===== src/rtl/fwd_track_unit.sv =====
// rtl/fwd_track_unit.sv - E/M/W writer tracking (dest, Tnew, RegWrite) and operand forwarding
// Optional macro FWD_PENDING_CHECK_EN: enables the sticky pending_err check.
module fwd_track_unit #(
  parameter int DW = 32,
  parameter int AW = 5
) (
  input  logic          clk,
  input  logic          reset,
  input  logic          id_ex_clr,
  input  logic          regwrite_D,
  input  logic [AW-1:0] dest_D,
  input  logic [1:0]    tnew_D,
  input  logic [DW-1:0] wdata_E,
  input  logic [DW-1:0] wdata_M,
  input  logic [DW-1:0] wdata_W,
  input  logic [AW-1:0] rs_D,
  input  logic [AW-1:0] rt_D,
  input  logic [AW-1:0] rs_E,
  input  logic [AW-1:0] rt_E,
  input  logic [AW-1:0] rt_M,
  input  logic [DW-1:0] rf_rs_D,
  input  logic [DW-1:0] rf_rt_D,
  input  logic [DW-1:0] val_rs_E,
  input  logic [DW-1:0] val_rt_E,
  input  logic [DW-1:0] val_rt_M,
  output logic [DW-1:0] fwd_rs_D,
  output logic [DW-1:0] fwd_rt_D,
  output logic [DW-1:0] fwd_rs_E,
  output logic [DW-1:0] fwd_rt_E,
  output logic [DW-1:0] fwd_rt_M,
  output logic [1:0]    Tnew_E,
  output logic [1:0]    Tnew_M,
  output logic [AW-1:0] Num_new_E,
  output logic [AW-1:0] Num_new_M,
  output logic [AW-1:0] Num_new_W,
  output logic          Regwrite_E,
  output logic          Regwrite_M,
  output logic          Regwrite_W,
  output logic          pending_err
);

  // Stage records. W has no Tnew register: a W writer is always ready.
  logic          regwrite_e_q, regwrite_e_d;
  logic [AW-1:0] dest_e_q, dest_e_d;
  logic [1:0]    tnew_e_q, tnew_e_d;
  logic          regwrite_m_q, regwrite_m_d;
  logic [AW-1:0] dest_m_q, dest_m_d;
  logic [1:0]    tnew_m_q, tnew_m_d;
  logic          regwrite_w_q, regwrite_w_d;
  logic [AW-1:0] dest_w_q, dest_w_d;

  logic rdy_e, rdy_m;

  // Per-consumer hit vectors, bit 0 = E, bit 1 = M, bit 2 = W.
  logic [2:0] hit_rs_d, hit_rt_d, hit_rs_e, hit_rt_e, hit_rt_m;

  // A record is a live writer for register r when it writes, is not $0 and matches.
  function automatic logic live(input logic rw, input logic [AW-1:0] dst,
                                input logic [AW-1:0] r);
    return rw && (dst != '0) && (dst == r);
  endfunction

  // Youngest live writer wins; if it is not ready the unforwarded value is kept.
  function automatic logic [DW-1:0] fwd_val(input logic [2:0] hit,
                                            input logic rdy_e_i, input logic rdy_m_i,
                                            input logic [DW-1:0] d_e, input logic [DW-1:0] d_m,
                                            input logic [DW-1:0] d_w, input logic [DW-1:0] fb);
    if (hit[0])      return rdy_e_i ? d_e : fb;
    else if (hit[1]) return rdy_m_i ? d_m : fb;
    else if (hit[2]) return d_w;
    else             return fb;
  endfunction

  // Next-state of the E/M/W records; Tnew decrements with saturation at 0.
  always_comb begin
    regwrite_e_d = id_ex_clr ? 1'b0 : regwrite_D;
    dest_e_d     = id_ex_clr ? '0   : dest_D;
    tnew_e_d     = id_ex_clr ? 2'd0 : tnew_D;
    regwrite_m_d = regwrite_e_q;
    dest_m_d     = dest_e_q;
    tnew_m_d     = (tnew_e_q == 2'd0) ? 2'd0 : tnew_e_q - 2'd1;
    regwrite_w_d = regwrite_m_q;
    dest_w_d     = dest_m_q;
  end

  // Record registers; reset takes priority over the stall bubble.
  always_ff @(posedge clk) begin
    if (reset) begin
      regwrite_e_q <= 1'b0;
      dest_e_q     <= '0;
      tnew_e_q     <= 2'd0;
      regwrite_m_q <= 1'b0;
      dest_m_q     <= '0;
      tnew_m_q     <= 2'd0;
      regwrite_w_q <= 1'b0;
      dest_w_q     <= '0;
    end else begin
      regwrite_e_q <= regwrite_e_d;
      dest_e_q     <= dest_e_d;
      tnew_e_q     <= tnew_e_d;
      regwrite_m_q <= regwrite_m_d;
      dest_m_q     <= dest_m_d;
      tnew_m_q     <= tnew_m_d;
      regwrite_w_q <= regwrite_w_d;
      dest_w_q     <= dest_w_d;
    end
  end

  assign rdy_e = (tnew_e_q == 2'd0);
  assign rdy_m = (tnew_m_q == 2'd0);

  // D consumers search E, M, W; E consumers search M, W; M consumers search W.
  assign hit_rs_d = {live(regwrite_w_q, dest_w_q, rs_D), live(regwrite_m_q, dest_m_q, rs_D),
                     live(regwrite_e_q, dest_e_q, rs_D)};
  assign hit_rt_d = {live(regwrite_w_q, dest_w_q, rt_D), live(regwrite_m_q, dest_m_q, rt_D),
                     live(regwrite_e_q, dest_e_q, rt_D)};
  assign hit_rs_e = {live(regwrite_w_q, dest_w_q, rs_E), live(regwrite_m_q, dest_m_q, rs_E), 1'b0};
  assign hit_rt_e = {live(regwrite_w_q, dest_w_q, rt_E), live(regwrite_m_q, dest_m_q, rt_E), 1'b0};
  assign hit_rt_m = {live(regwrite_w_q, dest_w_q, rt_M), 2'b00};

  assign fwd_rs_D = fwd_val(hit_rs_d, rdy_e, rdy_m, wdata_E, wdata_M, wdata_W, rf_rs_D);
  assign fwd_rt_D = fwd_val(hit_rt_d, rdy_e, rdy_m, wdata_E, wdata_M, wdata_W, rf_rt_D);
  assign fwd_rs_E = fwd_val(hit_rs_e, rdy_e, rdy_m, wdata_E, wdata_M, wdata_W, val_rs_E);
  assign fwd_rt_E = fwd_val(hit_rt_e, rdy_e, rdy_m, wdata_E, wdata_M, wdata_W, val_rt_E);
  assign fwd_rt_M = fwd_val(hit_rt_m, rdy_e, rdy_m, wdata_E, wdata_M, wdata_W, val_rt_M);

  assign Tnew_E     = tnew_e_q;
  assign Tnew_M     = tnew_m_q;
  assign Num_new_E  = dest_e_q;
  assign Num_new_M  = dest_m_q;
  assign Num_new_W  = dest_w_q;
  assign Regwrite_E = regwrite_e_q;
  assign Regwrite_M = regwrite_m_q;
  assign Regwrite_W = regwrite_w_q;

`ifdef FWD_PENDING_CHECK_EN
  logic pending_err_q, pending_err_d;
  logic pend_any;

  // Pending means the youngest live writer exists but has not produced its result.
  function automatic logic is_pending(input logic [2:0] hit, input logic rdy_e_i,
                                      input logic rdy_m_i);
    if (hit[0])      return !rdy_e_i;
    else if (hit[1]) return !rdy_m_i;
    else             return 1'b0;
  endfunction

  assign pend_any = is_pending(hit_rs_d, rdy_e, rdy_m) | is_pending(hit_rt_d, rdy_e, rdy_m) |
                    is_pending(hit_rs_e, rdy_e, rdy_m) | is_pending(hit_rt_e, rdy_e, rdy_m) |
                    is_pending(hit_rt_m, rdy_e, rdy_m);

  // Sticky error: once set it holds until reset.
  always_comb begin
    pending_err_d = pending_err_q | pend_any;
  end

  // Error flag register.
  always_ff @(posedge clk) begin
    if (reset) pending_err_q <= 1'b0;
    else       pending_err_q <= pending_err_d;
  end

  assign pending_err = pending_err_q;
`else
  assign pending_err = 1'b0;
`endif

endmodule


===== config.mk =====
export PLATFORM = sky130hd
export DESIGN_NAME = fwd_track_unit
export DESIGN_NICKNAME = d
export VERILOG_FILES = /design/src/rtl/fwd_track_unit.sv
export SDC_FILE = /design/constraint.sdc
export NUM_CORES = 1
export LEC_CHECK = 0
export BUFFER_PORTS_ARGS = -buffer_cell sky130_fd_sc_hd__buf_2
export CAP_MARGIN = 10
export CORE_AREA = 4 4 181 183
export DETAILED_ROUTE_END_ITERATION = 7
export DIE_AREA = 0 0 185 187
export MAX_ROUTING_LAYER = met4
export SYNTH_ARGS = -nofsm -noshare
export SYNTH_HDL_FRONTEND = slang
export SYNTH_SLANG_ARGS = --single-unit

===== constraint.sdc =====
create_clock -name clk -period 2.1 [get_ports clk]
set_input_delay 0.315 -clock clk [delete_from_list [all_inputs] [get_ports clk]]
set_output_delay 0.315 -clock clk [all_outputs]
set_load 0.02 [all_outputs]

==> results by group, run 1 <==
Global routing
  • Congestion Overflow GR: 0
  • Total global routing track utilization: approximately a quarter
  • Largest net degree at the start of global routing: between 40 and 50
  • Initial antenna violation count: 3
  • Vias in the first global route: between 10000 and 15000
  • First-pass GRT wire length: roughly 67 mm

Cells and area
  • Fillers: 2920
  • Area grow syn2layout: 130%
  • Nets: approximately 1800
  • Layout cells sized above 1: between 60% and 70%
  • Most frequent cells in the layout: buf_2 (356), buf_6 (135), buf_4 (106)
  • Most common cell after layout, fill and taps aside: buf_2
  • Post-layout util: 47.6%

Critical path
  • Crit Path Category: flop to output pin
  • Setup crit end kind: output pin
  • CP Max Fanout: 19
  • Data arrival time of the critical path: 2490 ps
  • Crit start category: flop
  • Required time worst endpoint: about 1800 ps

Timing
  • Fin. max-slew vios: 0
  • Hold WS: 259 ps
  • Clock Skew: about 1.4 ps
  • Final hold violation count: 0
  • Final WS setup: -705 ps
  • Setup TNS: -102890 ps
  • Tightest Pin Transition: roughly 520 ps
  • RSZ-0062 raised after global routing: true
  • Max-slew headroom: between 60% and 70%
  • Final period utilization: 134%
  • Fmax: 356 MHz
  • Final setup vio count: 160
  • Crit path time final: about 2800 ps

Drt
  • Via-to-Cell Ratio: between 5 and 6
  • Wire per inst: ~25 um
  • 1st-iter DRT viols: 761
  • Routed Antenna Nets: 0
  • Via count: 10500
  • DRC: 0
  • Routed wire length: ~48 mm
  • Initial DRT Pass Iterations: 5

Clock tree
  • Clk slew on worst S/H paths: about 60 ps
  • Clock root buffer: clkbuf_16
  • Hold_buf cts: 0
  • Inserted Clock Buffers: 3
  • H-tree depth: 1
  • # clock sinks: 22
  • Worst-Skew Late Latency: roughly 250 ps
  • CTS Buffer Depth: 2
  • CTS tree: done

Power
  • Net Switching: between 0.001 and 0.0015 W
  • Maximum vdd drop: ~0.43 mV
  • Power Total: ~0.0032 W
  • Leak: around 6.5 nW
  • Sw Ratio: 43.3%
  • Clock share of power: between 10% and 20%
  • Power per Cell Area: 216 nW/um^2
  • Pint: about 0.0018 W
  • Sequential share of power: a little over an eighth
  • Comb pwr share: 69.6%

Synth
  • Yosys reg bits: 22
  • Sequential element share of the synthesized area: under 10%
  • Cells after Synth: just over 900
  • Syn Area/Cell: approximately 7.0 um^2
  • Synth Net Count: about 1200
  • Cell variety after synth: 38
  • Yosys Warn Count: 0
  • Top cells by area, synth: and2_1 (10%), a221o_1 (9.9%), a221oi_1 (8.7%), a211oi_1 (7.4%), o31ai_1 (7.4%)
  • Cell Area, Synth: approximately 6500 um^2
  • Area share of the largest cell type after synthesis: about a tenth
  • Area leader, netlist: and2_1

Flow run
  • Max_cap viols: 0

Worst hold path
  • Hold WC Path Type: primary input to flop

Outcome
  • Violated checks: setup timing
  • Outcome: finished, violations left

Die
  • Die area: roughly 35000 um^2
  • Die Span Y: approximately 190 um
  • Chip width: about 190 um
  • Row count: 65
  • Core area: approximately 31000 um^2
  • Initial Util: 20.7%
  • I/O pins: roughly 480

Placed design
  • PortBufs: between 400 and 500
  • HPWL Detailed: between 30 and 40 mm
  • GPL Wtd Cong: roughly 0.95
  • Pre-CTS setup slack: -696 ps
## power by group through the flow
stage               sequential [W]  clock [W]  combinational [W]
global route              0.000440   0.000565            0.00235
CTS                       0.000438   0.000550            0.00201
global placement          0.000449          0            0.00183
detailed placement        0.000450          0            0.00184
finish                    0.000439   0.000537            0.00224
floorplan                 0.000465          0           0.000943
## critical path: stages, from the launching register on
cell     delay, ps
dfxtp_4        340
or4_4          550
o21ai_4        180
buf_6          130
buf_6           90
nor4_4          60
o21ba_4        230
buf_12         160
a221o_1        310
buf_2          160
## timing repair
item	CTS	global route
setup buffers	34	29
pin swaps	37	34
gates resized for setup	224	213
cloned	7	8
endpoints found under the setup margin	160	160
## Yosys cell counts (all sizes together)
cell	number
and2	104
nand2	102
inv	66
o21ai	66
a211oi	64
a221o	64
a221oi	64
and3	64
o31ai	64
clkbuf	59
buf	47
mux2	32
xor2	28
xnor2	27
dfxtp	22
nor2b	12
nor4	8
nor3	7
nor2	6
nand3	5
or4	5
nand4	2
o21ba	2
and4	1
conb	1
ha	1
o211ai	1
o21a	1
or2	1
## path summary, 6_finish.rpt
path | start | end | slack [ps] | cells after the start
hold reg to reg | Tnew_E[0] | Tnew_M[0] | 440 | 1
setup / recovery | Num_new_M[2] | fwd_rt_E[23] | -710 | 9
setup reg to reg | Tnew_E[0] | Tnew_M[1] | 940 | 4
hold / removal | tnew_D[1] | Tnew_E[1] | 260 | 2
## registers in the layout (all words and copies together), names as in the netlist
register,count
Tnew_E,2
Regwrite_M,1
Tnew_M,2
Regwrite_W,1
Num_new_W,5
Num_new_E,5
Num_new_M,5
Regwrite_E,1
## routing by layer
layer	routed length, um	global-route usage, %	vias up
met2	23500	43.4	651
met1	19500	32.5	5060
met5	0	-	-
met4	1500	5.96	0
met3	3680	3.81	116
li1	-	-	4624
## per-stage QoR
step,instances,instance area (um^2)
6_report,1900,14900
5_1_grt,1900,14900
4_1_cts,1883,13400
3_5_place_dp,1838,11900
3_3_place_gp,1838,11900
2_1_floorplan,926,8140
## logic make-up (layout without fill, tap and decap cells)
kind of cell	Yosys count	count (layout)	share of synthesized area (%)
compound gates	326	326	39.4
simple gates	317	319	26.9
buf+inv	172	740	11.8
xor+xnor	55	55	7.46
mux	32	32	7.32
flops	22	22	6.82
fa+ha+maj	1	1	0.194
other cells	1	3	0.0581
## area by class of cell
cell class | instances | area [um^2] | share of cell area [%]
Antenna cell | 2 | 5.00 | 0.0337
Sequential cell | 22 | 460 | 3.10
Timing Repair Buffer | 670 | 5580 | 37.6
Clock inverter | 1 | 30.0 | 0.202
Multi-Input combinational cell | 734 | 7950 | 53.5
Inverter | 66 | 248 | 1.67
Clock buffer | 3 | 75.1 | 0.505
Tap cell | 402 | 503 | 3.39
(Power assumes the default switching activity.)
==> inputs of run 2 (changes only) <==
--- a/config.mk
+++ b/config.mk
@@ -11,6 +11,7 @@
 export DETAILED_ROUTE_END_ITERATION = 7
 export DIE_AREA = 0 0 185 187
 export MAX_ROUTING_LAYER = met4
+export SETUP_SLACK_MARGIN = 0.2
 export SYNTH_ARGS = -nofsm -noshare
 export SYNTH_HDL_FRONTEND = slang
 export SYNTH_SLANG_ARGS = --single-unit
==> results by group, run 2 (synthesis results as in run 1) <==
Timing
  • Setup TNS: -102460 ps
  • Final period utilization: 134%
  • RSZ-0062 raised after global routing: true
  • Hold WS: about 260 ps
  • Fmax: between 300 and 400 MHz
  • Final WS setup: -721 ps
  • Clock Skew: 2.51 ps
  • Crit path time final: 2820 ps
  • Fin. max-slew vios: 0
  • Final hold violation count: 0
  • Tightest Pin Transition: between 500 and 600 ps
  • Max-slew headroom: roughly 65%
  • Final setup vio count: 160

Critical path
  • Slowest cell on the critical path: or4_4
  • Slowest cell delay on critical path: ~530 ps
  • Required time worst endpoint: approximately 1800 ps
  • Crit start category: flop
  • Critical Path Most Common Cell: buf_12
  • Critical R2R Launch: Tnew_E[0]
  • Crit-path cells: or4_4, o21a_4, buf_4, and4_4, buf_12, buf_12, mux2_4, buf_6
  • Worst Setup SP: Num_new_W[0]
  • Reg2Reg Setup Slack: approximately 940 ps
  • Crit Path Category: flop to output pin
  • Setup crit end kind: output pin
  • CP Max Fanout: 6
  • Data arrival time of the critical path: between 2000 and 3000 ps

Global routing
  • First-pass GRT wire length: about 67 mm
  • Total global routing track utilization: 25.8%
  • Vias in the first global route: roughly 11000
  • Largest net degree at the start of global routing: 45
  • Congestion Overflow GR: 0
  • Initial antenna violation count: 4

Die
  • Chip width: about 190 um
  • Die area: about 35000 um^2
  • Initial Util: about 21%
  • Core area: ~31000 um^2
  • Row count: between 60 and 70
  • I/O pins: approximately 480
  • Die Span Y: about 190 um

Clock tree
  • Inserted Clock Buffers: 3
  • H-tree depth: 1
  • Hold_buf cts: 0
  • Clk slew on worst S/H paths: about 60 ps
  • Worst-Skew Late Latency: about 260 ps
  • CTS Buffer Depth: 2
  • Clock root buffer: clkbuf_16
  • CTS tree: done
  • # clock sinks: 22

Drt
  • Wire per inst: 25.2 um
  • 1st-iter DRT viols: ~640
  • Initial DRT Pass Iterations: 5
  • Routed Antenna Nets: 0
  • Via count: 10300
  • Via-to-Cell Ratio: between 5 and 6
  • DRC: 0
  • Routed wire length: 47.9 mm

Cells and area
  • Most common cell after layout, fill and taps aside: buf_2
  • Layout cells sized above 1: 63.2%
  • Area grow syn2layout: 122%
  • Most frequent cells in the layout: buf_2 (362), buf_4 (124), buf_6 (116)
  • Register Area: between 400 and 500 um^2
  • Nets: 1789
  • Footprint of the multi-input gates: about 7600 um^2
  • Fillers: roughly 3000

Outcome
  • Outcome: finished, violations left
  • Violated checks: setup timing

Worst hold path
  • Hold Startpoint: tnew_D[1]
  • Hold WC Path Type: primary input to flop

Power
  • Sw Ratio: between 40% and 50%
  • Power per Cell Area: 218 nW/um^2
  • Leak: ~6.5 nW
  • Comb pwr share: between 60% and 70%
  • Net Switching: between 0.001 and 0.0015 W
  • Sequential share of power: between 10% and 20%
  • Clock share of power: between 10% and 20%
  • Pint: 0.00179 W
  • Maximum vdd drop: about 0.44 mV

Placed design
  • PortBufs: ~470
  • HPWL Detailed: between 30 and 40 mm
  • GPL Wtd Cong: about 0.95
  • Pre-CTS setup slack: -696 ps

Flow run
  • Max_cap viols: 0
[run 2: layer usage]
layer / GRT usage [%] / part of all wire (%) / vias up
li1: - / - / 4640
met1: 32.5 / 41 / 5034
met3: 3.81 / 7.1 / 82
met4: 5.82 / 2.5 / 0
met5: - / 0 / -
met2: 43.5 / 49 / 569
[run 2: worst paths after layout]
path	to	cells after the start
setup / recovery	fwd_rt_M[27]	8
hold / removal	Tnew_E[1]	2
setup reg to reg	Tnew_M[1]	4
hold reg to reg	Tnew_M[0]	1
[run 2: through the flow]
stage | util, % | total power, W | cell area [um^2] | cells
final | 46.0 | 0.00313 | 14400 | 1900
after global routing | 46.0 | 0.00327 | 14400 | 1900
after CTS | 43.1 | 0.00300 | 13400 | 1883
after detailed placement | 38.0 | 0.00229 | 11900 | 1838
after global placement | 38.0 | 0.00228 | 11900 | 1838
after floorplan | - | 0.00141 | 8140 | 926
[run 2: area by class of cell]
cell class / instances / share of cell area, %
multi-input combinational: 734 / 52.7
timing repair buffer: 669 / 38.1
tap: 402 / 3.50
sequential: 22 / 3.21
inverter: 66 / 1.73
clock buffer: 3 / 0.523
clock inverter: 1 / 0.209
antenna: 3 / 0.0523
[run 2: critical path, delay by kind of cell (launching register included)]
kind                   cells  cell delay (ps)
muxes                      1              300
and+or+nand+nor            2              740
DFF                        1              340
AOI/OAI and AO/OA          1              260
buffers and inverters      4              580
[run 2: timing repair]
item                       CTS  global route
pin swaps                   37            17
cloned                       7             8
setup endpoints to repair  160           160
buffers inserted            34             6
gates resized for setup    229           129
[run 2: power groups by stage]
stage | clock, W | combinational [W] | sequential (W)
4_1_cts | 0.000550 | 0.00201 | 0.000438
3_5_place_dp | 0 | 0.00184 | 0.000450
2_1_floorplan | 0 | 0.000943 | 0.000465
3_3_place_gp | 0 | 0.00183 | 0.000449
6_report | 0.000538 | 0.00215 | 0.000439
5_1_grt | 0.000565 | 0.00227 | 0.000440
==> inputs of run 3 (changes only) <==
--- a/config.mk
+++ b/config.mk
@@ -12,6 +12,7 @@
 export DIE_AREA = 0 0 185 187
 export MAX_ROUTING_LAYER = met4
 export SETUP_SLACK_MARGIN = 0.2
+export SKIP_CTS_REPAIR_TIMING = 1
 export SYNTH_ARGS = -nofsm -noshare
 export SYNTH_HDL_FRONTEND = slang
 export SYNTH_SLANG_ARGS = --single-unit
==> results by group, run 3 (synthesis results as in run 1) <==
Outcome
  • Outcome: finished, violations left
  • Violated checks: setup timing

Drt
  • Routed wire length: 46.7 mm
  • Via count: around 10000
  • Wire per inst: about 25 um
  • Initial DRT Pass Iterations: 5
  • 1st-iter DRT viols: roughly 820
  • Via-to-Cell Ratio: ~5.4
  • DRC: 0
  • Routed Antenna Nets: 0

Worst hold path
  • Hold depth: 2
  • Hold Startpoint: regwrite_D
  • Hold WC Path Type: primary input to flop
  • Worst Hold End: Regwrite_E

Clock tree
  • CTS Buffer Depth: 2
  • Clock root buffer: clkbuf_16
  • H-tree depth: 1
  • Clk slew on worst S/H paths: approximately 60 ps
  • CTS tree: done
  • Worst-Skew Late Latency: between 200 and 300 ps
  • # clock sinks: 22
  • Inserted Clock Buffers: 3

Timing
  • Hold WS: 257 ps
  • Final WS setup: -702 ps
  • Final period utilization: 133%
  • Clock Skew: about 2.3 ps
  • Max-slew headroom: about three fifths
  • Final hold violation count: 0
  • Fmax: 357 MHz
  • Final setup vio count: 160
  • Crit path time final: between 2000 and 3000 ps
  • Fin. max-slew vios: 0
  • RSZ-0062 raised after global routing: true
  • Tightest Pin Transition: between 500 and 600 ps

Critical path
  • Reg2Reg Setup Slack: 950 ps
  • Crit Path Category: flop to output pin
  • Crit start category: flop
  • Reg2Reg Capture Point: Tnew_M[1]
  • Data arrival time of the critical path: roughly 2500 ps
  • CP Max Fanout: 7
  • Setup crit end kind: output pin
  • Required time worst endpoint: around 1800 ps
  • Critical R2R Launch: Tnew_E[0]
  • Worst Setup SP: Num_new_W[0]
  • R2R cell count: 4

Die
  • Chip width: roughly 190 um
  • Die area: between 30000 and 40000 um^2
  • Core area: 31200 um^2
  • I/O pins: approximately 480
  • Initial Util: between 20% and 30%
  • Die Span Y: about 190 um
  • Row count: 65

Placed design
  • GPL Wtd Cong: approximately 0.95
  • Area post-placement: approximately 12000 um^2
  • PortBufs: roughly 470
  • HPWL Detailed: about 34 mm

Cells and area
  • Most frequent cells in the layout: buf_2 (377), buf_4 (157), and2_1 (104)
  • Layout cells sized above 1: 61.0%
  • Most common cell after layout, fill and taps aside: buf_2
  • Nets: between 1500 and 2000
  • Post-route cell area: between 10000 and 15000 um^2
  • Area grow syn2layout: 111%

Global routing
  • Initial antenna violation count: 4
  • Vias in the first global route: about 10000
  • First-pass GRT wire length: approximately 63 mm
  • Total global routing track utilization: about a quarter
  • Largest net degree at the start of global routing: 45
  • Congestion Overflow GR: 0

Power
  • Power per Cell Area: about 220 nW/um^2
  • Maximum vdd drop: between 0.3 and 0.4 mV
  • Leak: 6.24 nW
  • Power Total: roughly 0.003 W

Flow run
  • Max_cap viols: 0
==> run 3: cell type report <==
| class | instances | area [um^2] |
|---|---|---|
| diodes | 3 | 7.51 |
| multi-input cells | 734 | 7220 |
| clock buffers | 3 | 75.1 |
| repair buffers | 668 | 5060 |
| well taps | 402 | 503 |
| clock inverters | 1 | 30.0 |
| flip-flops and latches | 22 | 457 |
| inverters | 66 | 248 |
| fillers | 3070 | 17600 |
==> run 3: report_power, final <==
group	internal (W)	switching [W]	leakage, nW
combinational	0.000921	0.00112	6.00
clock	0.000379	0.000162	0.0511
sequential	0.000428	0.0000116	0.184
==> run 3: worst max-delay path by stage <==
stage	endpoint
after floorplan	fwd_rs_E[10]
after global placement	fwd_rt_E[20]
after detailed placement	fwd_rt_E[8]
after CTS	fwd_rt_E[8]
after global routing	fwd_rt_D[23]
final	fwd_rt_D[14]
==> run 3: per-stage QoR <==
step | util, % | instances | worst slack (ps) | setup TNS (ps)
3_3_place_gp | 38.0 | 1838 | -677 | -85420
6_report | 43.6 | 1899 | -702 | -102430
2_1_floorplan | - | 926 | -309 | -43690
3_5_place_dp | 38.0 | 1838 | -696 | -88260
4_1_cts | 38.4 | 1842 | -980 | -133750
5_1_grt | 43.5 | 1898 | -762 | -113440
==> run 3: critical path: stages, from the launching register on <==
cell      delay, ps
dfxtp_4         360
or4_4           530
o21a_4          260
buf_6           140
nand3_4         140
buf_12          170
buf_12          120
a221oi_2         70
o31ai_4         280
buf_6           150
==> run 3: layer usage <==
layer	vias up	share of wire (%)	global-route usage [%]
met5	-	0	-
met4	0	2.8	5.48
met3	86	8.5	3.11
met2	610	48	40.4
met1	4911	41	30.4
li1	4640	-	-
